`config.mk`:
```
export PLATFORM = sky130hd
export DESIGN_NAME = mem_stage_bus
export DESIGN_NICKNAME = d
export VERILOG_FILES = /design/src/rtl/mem_pkg.sv /design/src/rtl/mem_lane_align.sv /design/src/rtl/mem_stage_bus.sv
export SDC_FILE = /design/constraint.sdc
export NUM_CORES = 1
export LEC_CHECK = 0
export ABC_AREA = 1
export CORE_MARGIN = 2
export CORE_UTILIZATION = 28
export DETAILED_ROUTE_END_ITERATION = 8
export MAX_ROUTING_LAYER = met4
export SLEW_MARGIN = 20
export SYNTH_ARGS = -nofsm -noshare
export SYNTH_HDL_FRONTEND = slang
export SYNTH_HIERARCHICAL = 1
export SYNTH_SLANG_ARGS = --single-unit
export TNS_END_PERCENT = 10
```
`constraint.sdc`:
```
create_clock -name clk -period 1.7 [get_ports clk]
set_clock_uncertainty 0.05 [all_clocks]
set_input_delay 0.255 -clock clk [delete_from_list [all_inputs] [get_ports clk]]
set_output_delay 0.255 -clock clk [all_outputs]
set_load 0.005 [all_outputs]
```
`src/rtl/mem_pkg.sv`:
```
// Shared types for the memory-access stage: access-size encodings, FSM states,
// the captured request control word and a lane-count helper.
package mem_pkg;

  typedef enum logic [1:0] {
    MT_WORD  = 2'b00,
    MT_HALF  = 2'b01,
    MT_BYTE  = 2'b10,
    MT_DWORD = 2'b11
  } mem_type_e;

  typedef enum logic [1:0] {
    S_IDLE = 2'd0,
    S_REQ  = 2'd1,
    S_WAIT = 2'd2,
    S_DONE = 2'd3
  } state_e;

  // Control bits latched when an access is accepted; held for the whole transaction.
  typedef struct packed {
    logic      we;
    mem_type_e mtype;
    logic      sext;
  } req_ctl_t;

  function automatic int lane_count(input int data_w);
    return data_w / 8;
  endfunction

endpackage

```
`src/rtl/mem_lane_align.sv`:
```
// Combinational lane logic: alignment check, store byte enables and lane-replicated
// store data, and load byte-lane extraction with sign/zero extension.
module mem_lane_align
  import mem_pkg::*;
#(
  parameter int DATA_W = 32,
  parameter int LANES  = lane_count(DATA_W),
  parameter int LB     = $clog2(LANES)
) (
  input  mem_type_e              st_type,
  input  logic [2:0]             st_addr_lo,
  input  logic [DATA_W-1:0]      st_wdata,
  output logic                   misalign,
  output logic [LANES-1:0]       st_be,
  output logic [DATA_W-1:0]      st_wdata_rep,
  input  mem_type_e              ld_type,
  input  logic                   ld_sext,
  input  logic [LB-1:0]          ld_lane,
  input  logic [DATA_W-1:0]      ld_rdata,
  output logic [DATA_W-1:0]      ld_data
);

  logic [LB-1:0]           st_lane;
  logic [LANES-1:0][7:0]   rep;
  logic [DATA_W-1:0]       sh;
  logic [DATA_W-1:0]       word_ext;

  assign st_lane = st_addr_lo[LB-1:0];

  // Alignment check and byte enables; dword is only legal on a 64-bit bus.
  always_comb begin
    misalign = 1'b0;
    st_be    = '1;
    case (st_type)
      MT_BYTE:  st_be = LANES'(1) << st_lane;
      MT_HALF: begin
        misalign = st_addr_lo[0];
        st_be    = LANES'(2'b11) << st_lane;
      end
      MT_WORD: begin
        misalign = |st_addr_lo[1:0];
        st_be    = LANES'(4'hF) << st_lane;
      end
      default: begin
        misalign = (DATA_W != 64) || (|st_addr_lo);
        st_be    = '1;
      end
    endcase
  end

  // Each lane repeats the low bytes of the store data at the access size.
  for (genvar i = 0; i < LANES; i++) begin : g_lane
    assign rep[i] = (st_type == MT_BYTE) ? st_wdata[7:0] :
                    (st_type == MT_HALF) ? st_wdata[(i%2)*8 +: 8] :
                    (st_type == MT_WORD) ? st_wdata[(i%4)*8 +: 8] :
                                           st_wdata[i*8 +: 8];
  end
  assign st_wdata_rep = rep;

  assign sh = ld_rdata >> {ld_lane, 3'b000};

  if (DATA_W == 64) begin : g_w64
    assign word_ext = {{(DATA_W-32){ld_sext & sh[31]}}, sh[31:0]};
  end else begin : g_w32
    assign word_ext = sh;
  end

  // Load data: selected lane already at bit 0, extend to the full bus width.
  always_comb begin
    case (ld_type)
      MT_BYTE: ld_data = {{(DATA_W-8){ld_sext & sh[7]}}, sh[7:0]};
      MT_HALF: ld_data = {{(DATA_W-16){ld_sext & sh[15]}}, sh[15:0]};
      MT_WORD: ld_data = word_ext;
      default: ld_data = sh;
    endcase
  end

endmodule

```
`src/rtl/mem_stage_bus.sv`:
```
// Memory-access pipeline stage: accepts a load/store from EX/MEM, runs it over a
// req/gnt/rvalid bus, stalls upstream while busy and returns aligned load data.
module mem_stage_bus
  import mem_pkg::*;
#(
  parameter int DATA_W    = 32,
  parameter int ADDR_W    = 14,
  parameter int TIMEOUT   = 255,
  localparam int NUM_LANES = DATA_W / 8
) (
  input  logic                  clk,
  input  logic                  reset,
  input  logic                  ex_valid,
  input  logic                  mem_rd,
  input  logic                  mem_wr,
  input  logic [1:0]            mem_type,
  input  logic                  mem_sext,
  input  logic [DATA_W-1:0]     addr,
  input  logic [DATA_W-1:0]     wdata,
  output logic                  stall,
  output logic [DATA_W-1:0]     rdata,
  output logic                  rdata_valid,
  output logic                  align_err,
  output logic                  bus_err,
  output logic                  bus_req,
  output logic                  bus_we,
  output logic [ADDR_W-1:0]     bus_addr,
  output logic [NUM_LANES-1:0]  bus_be,
  output logic [DATA_W-1:0]     bus_wdata,
  input  logic                  bus_gnt,
  input  logic                  bus_rvalid,
  input  logic [DATA_W-1:0]     bus_rdata
);

  localparam int LB = $clog2(NUM_LANES);

  state_e                 state, state_nxt;
  req_ctl_t               cap_ctl;
  logic [ADDR_W-1:0]      cap_addr;
  logic [NUM_LANES-1:0]   cap_be;
  logic [DATA_W-1:0]      cap_wdata;
  logic                   cap_err;
  logic [7:0]             cnt;
  logic                   access, misalign, legal, is_idle, timed_out;
  logic [NUM_LANES-1:0]   st_be;
  logic [DATA_W-1:0]      st_wdata, ld_data;

  if (ADDR_W < DATA_W) begin : g_addr_drop
    logic unused_addr_hi;
    assign unused_addr_hi = ^addr[DATA_W-1:ADDR_W];
  end

  // Reset gates the combinational outputs too, so nothing is visible during reset.
  assign access    = reset & ex_valid & (mem_rd ^ mem_wr);
  assign is_idle   = (state == S_IDLE);
  assign legal     = access & ~misalign;
  assign align_err = is_idle & access & misalign;
  assign stall     = (is_idle & legal) | (state == S_REQ) | (state == S_WAIT);
  // A read beat in the final wait cycle still wins over the timeout.
  assign timed_out = (cnt == 8'(TIMEOUT)) & ~bus_rvalid;

  assign bus_req     = (state == S_REQ);
  assign bus_we      = bus_req & cap_ctl.we;
  assign bus_addr    = bus_req ? {cap_addr[ADDR_W-1:LB], {LB{1'b0}}} : '0;
  assign bus_be      = bus_req ? (cap_ctl.we ? cap_be : '1) : '0;
  assign bus_wdata   = bus_we ? cap_wdata : '0;
  assign rdata_valid = (state == S_DONE) & ~cap_ctl.we;
  assign bus_err     = (state == S_DONE) & cap_err;

  mem_lane_align #(.DATA_W(DATA_W)) u_align (
    .st_type      (mem_type_e'(mem_type)),
    .st_addr_lo   (addr[2:0]),
    .st_wdata     (wdata),
    .misalign     (misalign),
    .st_be        (st_be),
    .st_wdata_rep (st_wdata),
    .ld_type      (cap_ctl.mtype),
    .ld_sext      (cap_ctl.sext),
    .ld_lane      (cap_addr[LB-1:0]),
    .ld_rdata     (bus_rdata),
    .ld_data      (ld_data)
  );

  // State register; async reset aborts any transaction in flight.
  always_ff @(posedge clk or negedge reset) begin
    if (!reset) state <= S_IDLE;
    else        state <= state_nxt;
  end

  // Next-state: stores are posted at grant, loads wait for data or timeout.
  always_comb begin
    state_nxt = state;
    case (state)
      S_IDLE: if (legal) state_nxt = S_REQ;
      S_REQ:  if (bus_gnt) state_nxt = cap_ctl.we ? S_DONE : S_WAIT;
      S_WAIT: if (bus_rvalid || timed_out) state_nxt = S_DONE;
      default: state_nxt = S_IDLE;
    endcase
  end

  // Request capture, timeout counter and load result register.
  always_ff @(posedge clk or negedge reset) begin
    if (!reset) begin
      cap_ctl   <= '0;
      cap_addr  <= '0;
      cap_be    <= '0;
      cap_wdata <= '0;
      cap_err   <= 1'b0;
      cnt       <= '0;
      rdata     <= '0;
    end else begin
      case (state)
        S_IDLE: if (legal) begin
          cap_ctl.we    <= mem_wr;
          cap_ctl.mtype <= mem_type_e'(mem_type);
          cap_ctl.sext  <= mem_sext;
          cap_addr      <= addr[ADDR_W-1:0];
          cap_be        <= st_be;
          cap_wdata     <= st_wdata;
          cap_err       <= 1'b0;
        end
        S_REQ: if (bus_gnt) cnt <= '0;
        S_WAIT: begin
          if (bus_rvalid) begin
            rdata <= ld_data;
          end else if (timed_out) begin
            rdata   <= '0;
            cap_err <= 1'b1;
          end else begin
            cnt <= cnt + 8'd1;
          end
        end
        default: ;
      endcase
    end
  end

endmodule

```
# Word level (Yosys, flattened, before mapping)
# Cells that the tools add are included.
# W data, S select, Z words.
# classes
n_addsub,1
n_mul,0
n_div,0
magnitude_cmp,0
eq_ne,14
shifts,4
mux,27
n_bitwise,18
reduce_logical,12
# op_table
operator,count
$mux W32,3
$mux W8,8
$pmux W32 S2,1
$shr A32 B5 Y32,1
$pmux W8 S2,1
$mux W14,1
$and A1 B1 Y1,12
$pmux W4 S3,1
$add A8 B1 Y8 const B,1
$eq A2 B2 Y1 const B,4
$eq A8 B8 Y1 const B,1
$mux W4,2
$ne A2 B2 Y1 const B,4
$reduce_and A4 Y1,2
$eq A2 B1 Y1 const B,3
$mux W2,3
$pmux W2 S3,1
$reduce_bool A2 Y1,3
$logic_not A2 Y1,2
$mux W1,4
$ne A2 B1 Y1 const B,2
$reduce_and A2 Y1,2
$shl A1 B2 Y4 const A,1
$shl A2 B2 Y4 const A,1
9 further kinds,12
# word_totals
reg_bits,97
latchBits,0
mem_bits_rw,0
rom_bits,0
in_bits,106
out_inout_bits,88
n_memories,0

# Logic depth before layout (Yosys ltp)
# Gate-level depths: netlist of the first run.
# depth
word_depth,7
depth_mapped,10

# By module
# The synthesis of the first run kept the hierarchy.
# modules_own_cells
module,instances,cells_per_inst,area_per_inst_um2,seq_area_each_um2
mem_stage_bus,1,596,4583.1,2427.3
mem_lane_align,1,263,1302.5,0.0

# Worst setup path before layout of the first run
# Ideal clock, no wire load.
# synth_path
path_type,register -> register
from,reg state[1]
to,reg cnt[5]
t_arrival_ps,1377
t_required_ps,1532
setup_slack_ps,155
path_stages_with_launch,9
n_path_buf,0
cell_sequence,dfrtp_1 -> inv_1 -> ha_1 -> inv_1 -> nor2_1 -> nor2_2 -> nand2_2 -> nand2_1 -> nand2_1
# synth_via
elab_chain_cells,3
# synth_rtl
element,line,rtl
from (decl),mem_stage_bus.sv:37,"state_e state, state_nxt;"
from (signal assigned),mem_stage_bus.sv:87,else state <= state_nxt;
$eq A2 B1 Y1 *,n/a,
net bus_req,mem_stage_bus.sv:25,"output logic bus_req,"
$ne A2 B1 Y1 (no source line) or $reduce_bool A2 Y1 (tied branches),n/a,
$reduce_and A4 Y1 (no source line),n/a,
to (signal assigned),mem_stage_bus.sv:130,cnt <= cnt + 8'd1;
to (decl),mem_stage_bus.sv:43,logic [7:0] cnt;
# The timed path passes the listed nets; every way through them passes the cells marked *.
# A chain may end at the register's enable or synchronous reset.

# Worst setup path in the final report of the first run
# layout_path
from,reg state[0]
to,out bus_addr[6]
# layout_via
elab_chain_cells,2
# layout_rtl
element,line,rtl
$eq A2 B1 Y1,mem_stage_bus.sv:62,assign bus_req = (state == S_REQ);
$mux W14,mem_stage_bus.sv:64,"assign bus_addr = bus_req ? {cap_addr[ADDR_W-1:LB], {LB{1'b0}}} : '0;"
to (decl),mem_stage_bus.sv:27,"output logic [ADDR_W-1:0] bus_addr,"
# No other way between the ends.

==> results of run 1 <==
power by group:
part	internal [mW]	switching (mW)	total (mW)
logic	3.22	3.43	6.65
registers	3.31	0.673	3.98
clock network	1.08	0.966	2.05
total	7.62	5.06	12.7
cells in the mapped netlist, drive strengths merged:
library cell,number
a21oi,25
and2,1
buf,34
clkbuf,14
clkinv,1
conb,1
dfrtp,97
ha,7
inv,176
nand2,254
nand3,49
nand3b,1
nand4,3
nor2,71
o211ai,11
o21a,2
o21ai,111
or2,1
timing repair:
item                                    in CTS  in global routing
buffers inserted                            15                  0
cloned                                       1                  0
gates resized for setup                    212                 55
pin swaps                                    6                  5
endpoints found under the setup margin     135                143
hold endpoints to repair                    40                 20
state kept, by name, summed over array words and instances, names as in the netlist:
| signal | count |
|---|---|
| cap_wdata | 32 |
| cap_err | 1 |
| cap_ctl | 4 |
| cnt | 8 |
| cap_addr | 14 |
| state | 2 |
| rdata | 32 |
| cap_be | 4 |
worst max-delay path, cell delays in order (launching register included):
cell     delay, ns
dfrtp_1       0.42
ha_4          0.19
buf_6         0.13
buf_12        0.13
buf_8         0.13
buf_6         0.12
nand2_2       0.05
inv_2         0.03
buf_6         0.10
metal layers:
layer,vias to the layer above,wire length [um]
met5,-,0
li1,3024,-
met4,0,207
met3,16,1223
met2,154,8490
met1,2657,7870
final cells by class:
type,count,share of cell area
antenna,3,0.0008578
clock buffer,11,0.02888
clock inverter,5,0.004146
inverter,177,0.07720
multi-input combinational,538,0.3061
sequential,97,0.2775
tap,275,0.03931
timing repair buffer,243,0.2660
metrics by stage:
stage	cell area, um2	setup slack, ns	hold slack [ns]	cells
after floorplan	5889	0.1549	-0.09059	860
after global placement	8108	-0.7677	0.3375	1311
after detailed placement	8108	-0.7885	0.3428	1311
after CTS	8625	-0.2769	-0.02731	1343
after global routing	8750	-0.3124	0.3715	1348
final	8752	-0.2572	0.3177	1349
cells by family after synthesis:
kind of cell    synth area share
fa+ha+maj                0.01488
compound gates            0.1369
buf+inv                   0.1669
flops                     0.4124
other cells            0.0006371
simple gates              0.2683
path summary, 6_finish.rpt:
check	cells after the start	endpoint	slack, ns	start
min reg2reg	2	cap_err	0.43	cap_err
min	4	cap_ctl[3]	0.32	mem_wr
min in group asynchronous	4	rdata[25]	0.49	reset
max reg2reg	10	cnt[7]	-0.03	state[0]
max	8	bus_addr[6]	-0.26	state[0]
max in group asynchronous	4	cap_addr[0]	0.30	reset
==> impl_results.md, run 1 <==
* Vias at 5851
* Worst Slack Setup Final at -0.2572 ns
* Min-Delay Path Class: input port to register
* Crit path arrival time at 1.65 ns
* Die area at 22200 um2
* Top-Level Pins at 194
* Power Density at 1449 nW/um2
* Pre-Repair DR Iteration Count at 4
* CTS clock-pin slew for the worst setup and hold paths at 0.07 ns
* DR WL/cell at 13.19 um
* Fin crit share at 1.151
* Root buffer cell: clkbuf_16
* Routed Antenna Nets at 0
* Vias in the first global route at 5519
* CTS buffer count at 9
* Setup_tns at -6.925 ns
* Final GP Congestion at 0.8802
* Die Y at 149.0 um
* DR iter-0 viols at 244
* MaxCap Viol Count at 0
* Area of the multi-input gates at 2679 um2
* DP HPWL at 12570 um
* Top post-synthesis cells by area: dfrtp_1 41%, nand2_1 16%, inv_1 11%
* Reg area at 2429 um2
* WL final at 17790 um
* Unique masters post-synth at 33
* Syn Std Cell Area at 5886 um2
* RSZ-0062 raised after global routing: yes
* Commonest non-fill, non-tap cell in the layout: nand2_1
* Tot GR Track Use at 0.1638
* Fillers at 2211
* Sequential fraction of the synthesis area at 0.4124
* Area delta synth->final at 48.70%
* FMAX at 510.9 MHz
* Yosys reg bits at 97
* Met1 Usage GRT at 0.2074
* Layout cells sized above 1 at 0.1961
* Failing checks: negative setup slack
* Worst-margin pin slew at 0.7506 ns
* CTS tree: yes
* Req. time, crit path at 1.39 ns
* Static leakage at 4.522 nW
* Setup crit end kind: primary output
* Pwr Total at 12.68 mW
* Post-synth top area share at 0.4124
* Setup violations, final at 61
* Latest clock arrival within the worst-skew pair at 0.35 ns
* Fin. Hold Viols at 0
* M2 GR Usage at 0.2677
* Initial antenna violation count at 2
* Clock tree buffer depth at 2
* Initial Util at 0.2827
* Pin count of the biggest net entering global routing at 68
* Clock net sink count at 97
* Nets@finish at 1179
* Overflow after GRT at 0
* Busiest grt layer: met2
* FP Rows at 53
* Synth area leader: dfrtp_1
* Final Util at 0.4203
* Chip Width at 149.0 um
* Grt met3 use at 0.03700
* Period minus WS final at 1.957 ns
* H-tree levels at 3
* Final slew viol count at 0
* Worst setup SP type: register
* Placeable Area at 20820 um2
* IO Port Bufs at 173
* Slew margin rel. at 0.4996
* Synth Instances at 859
* Outcome: finished, violations left
* Syn avg cell area at 6.852 um2
* Vias per cell at 4.337
* First-pass GRT wire length at 28200 um
* VDD IR-drop max at 0.5724 mV
* DRC viols at 0
* CP max FO at 5
* Kind of critical path: register to primary output
* Yosys warning total at 6
* Most frequent cells in the layout: 235 x nand2_1, 159 x inv_1, 114 x clkdlybuf4s50_1, 96 x o21ai_0, 96 x dfrtp_1
No activity file was read; power rests on OpenSTA's default activity.
==> inputs of run 2 (changes only) <==
--- a/config.mk
+++ b/config.mk
@@ -10,6 +10,7 @@
 export CORE_UTILIZATION = 28
 export DETAILED_ROUTE_END_ITERATION = 8
 export MAX_ROUTING_LAYER = met4
+export RECOVER_POWER = 25
 export SLEW_MARGIN = 20
 export SYNTH_ARGS = -nofsm -noshare
 export SYNTH_HDL_FRONTEND = slang
==> run 2 against run 1 <==
Effect of this change: the flow still finishes with violations (negative setup slack); register-to-register slack about the same; count of clock-buffer cells in the layout unchanged; maximum frequency hardly changed; die area unchanged.
==> impl_results.md, run 2 (synthesis gave the netlist of run 1 again) <==
* Placeable Area at 20820 um2 (unchanged)
* Met1 Wirelength at 7817 um (was 7870 um)
* Vias in the first global route at 5519 (unchanged)
* RSZ-0062 raised after global routing: yes (unchanged)
* DP HPWL at 12570 um (unchanged)
* Fin crit share at 1.151 (about the same)
* Failing checks: negative setup slack (unchanged)
* First-pass GRT wire length at 28200 um (unchanged)
* Power Density at 1453 nW/um2 (was 1449 nW/um2)
* Met2 routed WL at 8515 um (was 8490 um)
* CP max FO at 5 (unchanged)
* Setup_tns at -6.779 ns (was -6.925 ns)
* CTS tree: yes (unchanged)
* DP Worst Slack at -0.7885 ns (unchanged)
* Chip Width at 149.0 um (unchanged)
* Setup crit end kind: primary output (unchanged)
* Vias per cell at 4.335 (was 4.337)
* CTS buffer count at 9 (unchanged)
* WL final at 17780 um (was 17790 um)
* Reg area at 2429 um2 (unchanged)
* Fin cells at 1349 (unchanged)
* Period minus WS final at 1.956 ns (was 1.957 ns)
* Commonest non-fill, non-tap cell in the layout: nand2_1 (unchanged)
* FMAX at 511.3 MHz (was 510.9 MHz)
* Die area at 22200 um2 (unchanged)
* Nets@finish at 1179 (unchanged)
* Cell mode on critical path: buf_6 (unchanged)
* Pin count of the biggest net entering global routing at 68 (unchanged)
* Final slew viol count at 0 (unchanged)
* FP Rows at 53 (unchanged)
* Highest routed layer: met4 (unchanged)
* Area delta synth->final at 47.90% (was 48.70%)
* Slew margin rel. at 0.4595 (was 0.4996)
* MaxCap Viol Count at 0 (unchanged)
* Setup violations, final at 61 (unchanged)
* Worst Slack Setup Final at -0.2559 ns (was -0.2572 ns)
* Outcome: finished, violations left (unchanged)
* Worst-margin pin slew at 0.8107 ns (was 0.7506 ns)
* Crit path arrival time at 1.65 ns (about the same)
* DR WL/cell at 13.18 um (was 13.19 um)
* Overflow after GRT at 0 (unchanged)
* Routed Antenna Nets at 0 (unchanged)
* Die Y at 149.0 um (unchanged)
* Top-Level Pins at 194 (unchanged)
* Critical Path Max Stage Delay at 0.42 ns (about the same)
* Most frequent cells in the layout: 235 x nand2_1, 159 x inv_1, 114 x clkdlybuf4s50_1, 96 x o21ai_0, 96 x dfrtp_1 (unchanged)
* Clock tree buffer depth at 2 (unchanged)
* IO Port Bufs at 173 (unchanged)
* Clock net sink count at 97 (unchanged)
* H-tree levels at 3 (unchanged)
* Layout cells sized above 1 at 0.1933 (was 0.1961)
* Largest registers: cap_wdata x32, rdata x32, cap_addr x14 (unchanged)
* Fin. Hold Viols at 0 (unchanged)
* DR iter-0 viols at 259 (was 244)
* Kind of critical path: register to primary output (unchanged)
* Initial antenna violation count at 2 (unchanged)
* Tot GR Track Use at 0.1638 (unchanged)
* Latest clock arrival within the worst-skew pair at 0.35 ns (about the same)
* CTS clock-pin slew for the worst setup and hold paths at 0.07 ns (about the same)
* Cell area after layout at 8705 um2 (was 8752 um2)
* Slowest cell on the critical path: dfrtp_1 (unchanged)
* DRC viols at 0 (unchanged)
* Fillers at 2218 (was 2211)
* Static leakage at 4.498 nW (was 4.522 nW)
* Req. time, crit path at 1.39 ns (about the same)
* Pwr Total at 12.65 mW (was 12.68 mW)
* VDD IR-drop max at 0.5697 mV (was 0.5724 mV)
* Pre-Repair DR Iteration Count at 4 (unchanged)
* Final GP Congestion at 0.8802 (unchanged)
* Area of the multi-input gates at 2679 um2 (unchanged)
* Worst setup SP type: register (unchanged)
* CP Cell Sequence: ha_4, buf_6, buf_12, buf_8, buf_6, nand2_2, inv_2, buf_6 (unchanged)
* Cell Area, Placed at 8108 um2 (unchanged)
* Vias at 5848 (was 5851)
* Min-Delay Path Class: input port to register (unchanged)
* DR WL met3 at 1234 um (was 1223 um)
* Root buffer cell: clkbuf_16 (unchanged)
* Initial Util at 0.2827 (unchanged)
* Inst Count DP at 1311 (unchanged)
## run 2: cell type report
| type | instances | area share |
|---|---|---|
| multi-input cells | 538 | 0.3077 |
| well taps | 275 | 0.03953 |
| clock buffers | 11 | 0.02904 |
| repair buffers | 243 | 0.2620 |
| inverters | 177 | 0.07762 |
| flip-flops and latches | 97 | 0.2790 |
| diodes | 3 | 0.0008624 |
| clock inverters | 5 | 0.004168 |
## run 2: report_power, final
| group | internal (mW) | leakage, nW | switching (mW) |
|---|---|---|---|
| Clock | 1.08 | 0.146 | 0.962 |
| Combinational | 3.21 | 3.11 | 3.41 |
| Sequential | 3.31 | 1.25 | 0.671 |
| Total | 7.60 | 4.50 | 5.05 |
## run 2: repair_timing
item / 4_1_cts / 5_1_grt
gates resized for setup: 212 / 55
hold endpoints to repair: 40 / 20
setup buffers: 15 / 0
pin swaps: 6 / 5
cloned: 1 / 0
setup endpoints to repair: 135 / 143
## run 2: per-layer routing
| layer | up-vias | GRT usage |
|---|---|---|
| li1 | 3027 | - |
| met1 | 2641 | 0.2074 |
| met2 | 162 | 0.2677 |
| met3 | 18 | 0.03700 |
| met4 | 0 | 0.03810 |
| met5 | - | - |
## run 2: final timing paths
path	start	to	slack, ns	cells past startpoint
max in group asynchronous	reset	cap_addr[0]	0.14	4
worst max register to register	state[0]	cnt[5]	-0.03	10
worst min register to register	cap_err	cap_err	0.43	2
worst max-delay path	state[0]	bus_addr[6]	-0.26	8
worst min-delay path	mem_wr	cap_ctl[3]	0.32	4
min in group asynchronous	reset	rdata[25]	0.75	4
## run 2: metrics by stage
stage | hold slack [ns] | util
after global routing | 0.3715 | 0.4179
after global placement | 0.3375 | 0.3894
after CTS | -0.02731 | 0.4142
after detailed placement | 0.3428 | 0.3894
final | 0.3206 | 0.4180
after floorplan | -0.09059 | -
## run 2: worst max-delay path, delay by kind of cell (launching register included)
family / cells / cell delay, ns
fa+ha+maj: 1 / 0.19
buf+inv: 6 / 0.64
simple gates: 1 / 0.05
flops: 1 / 0.42
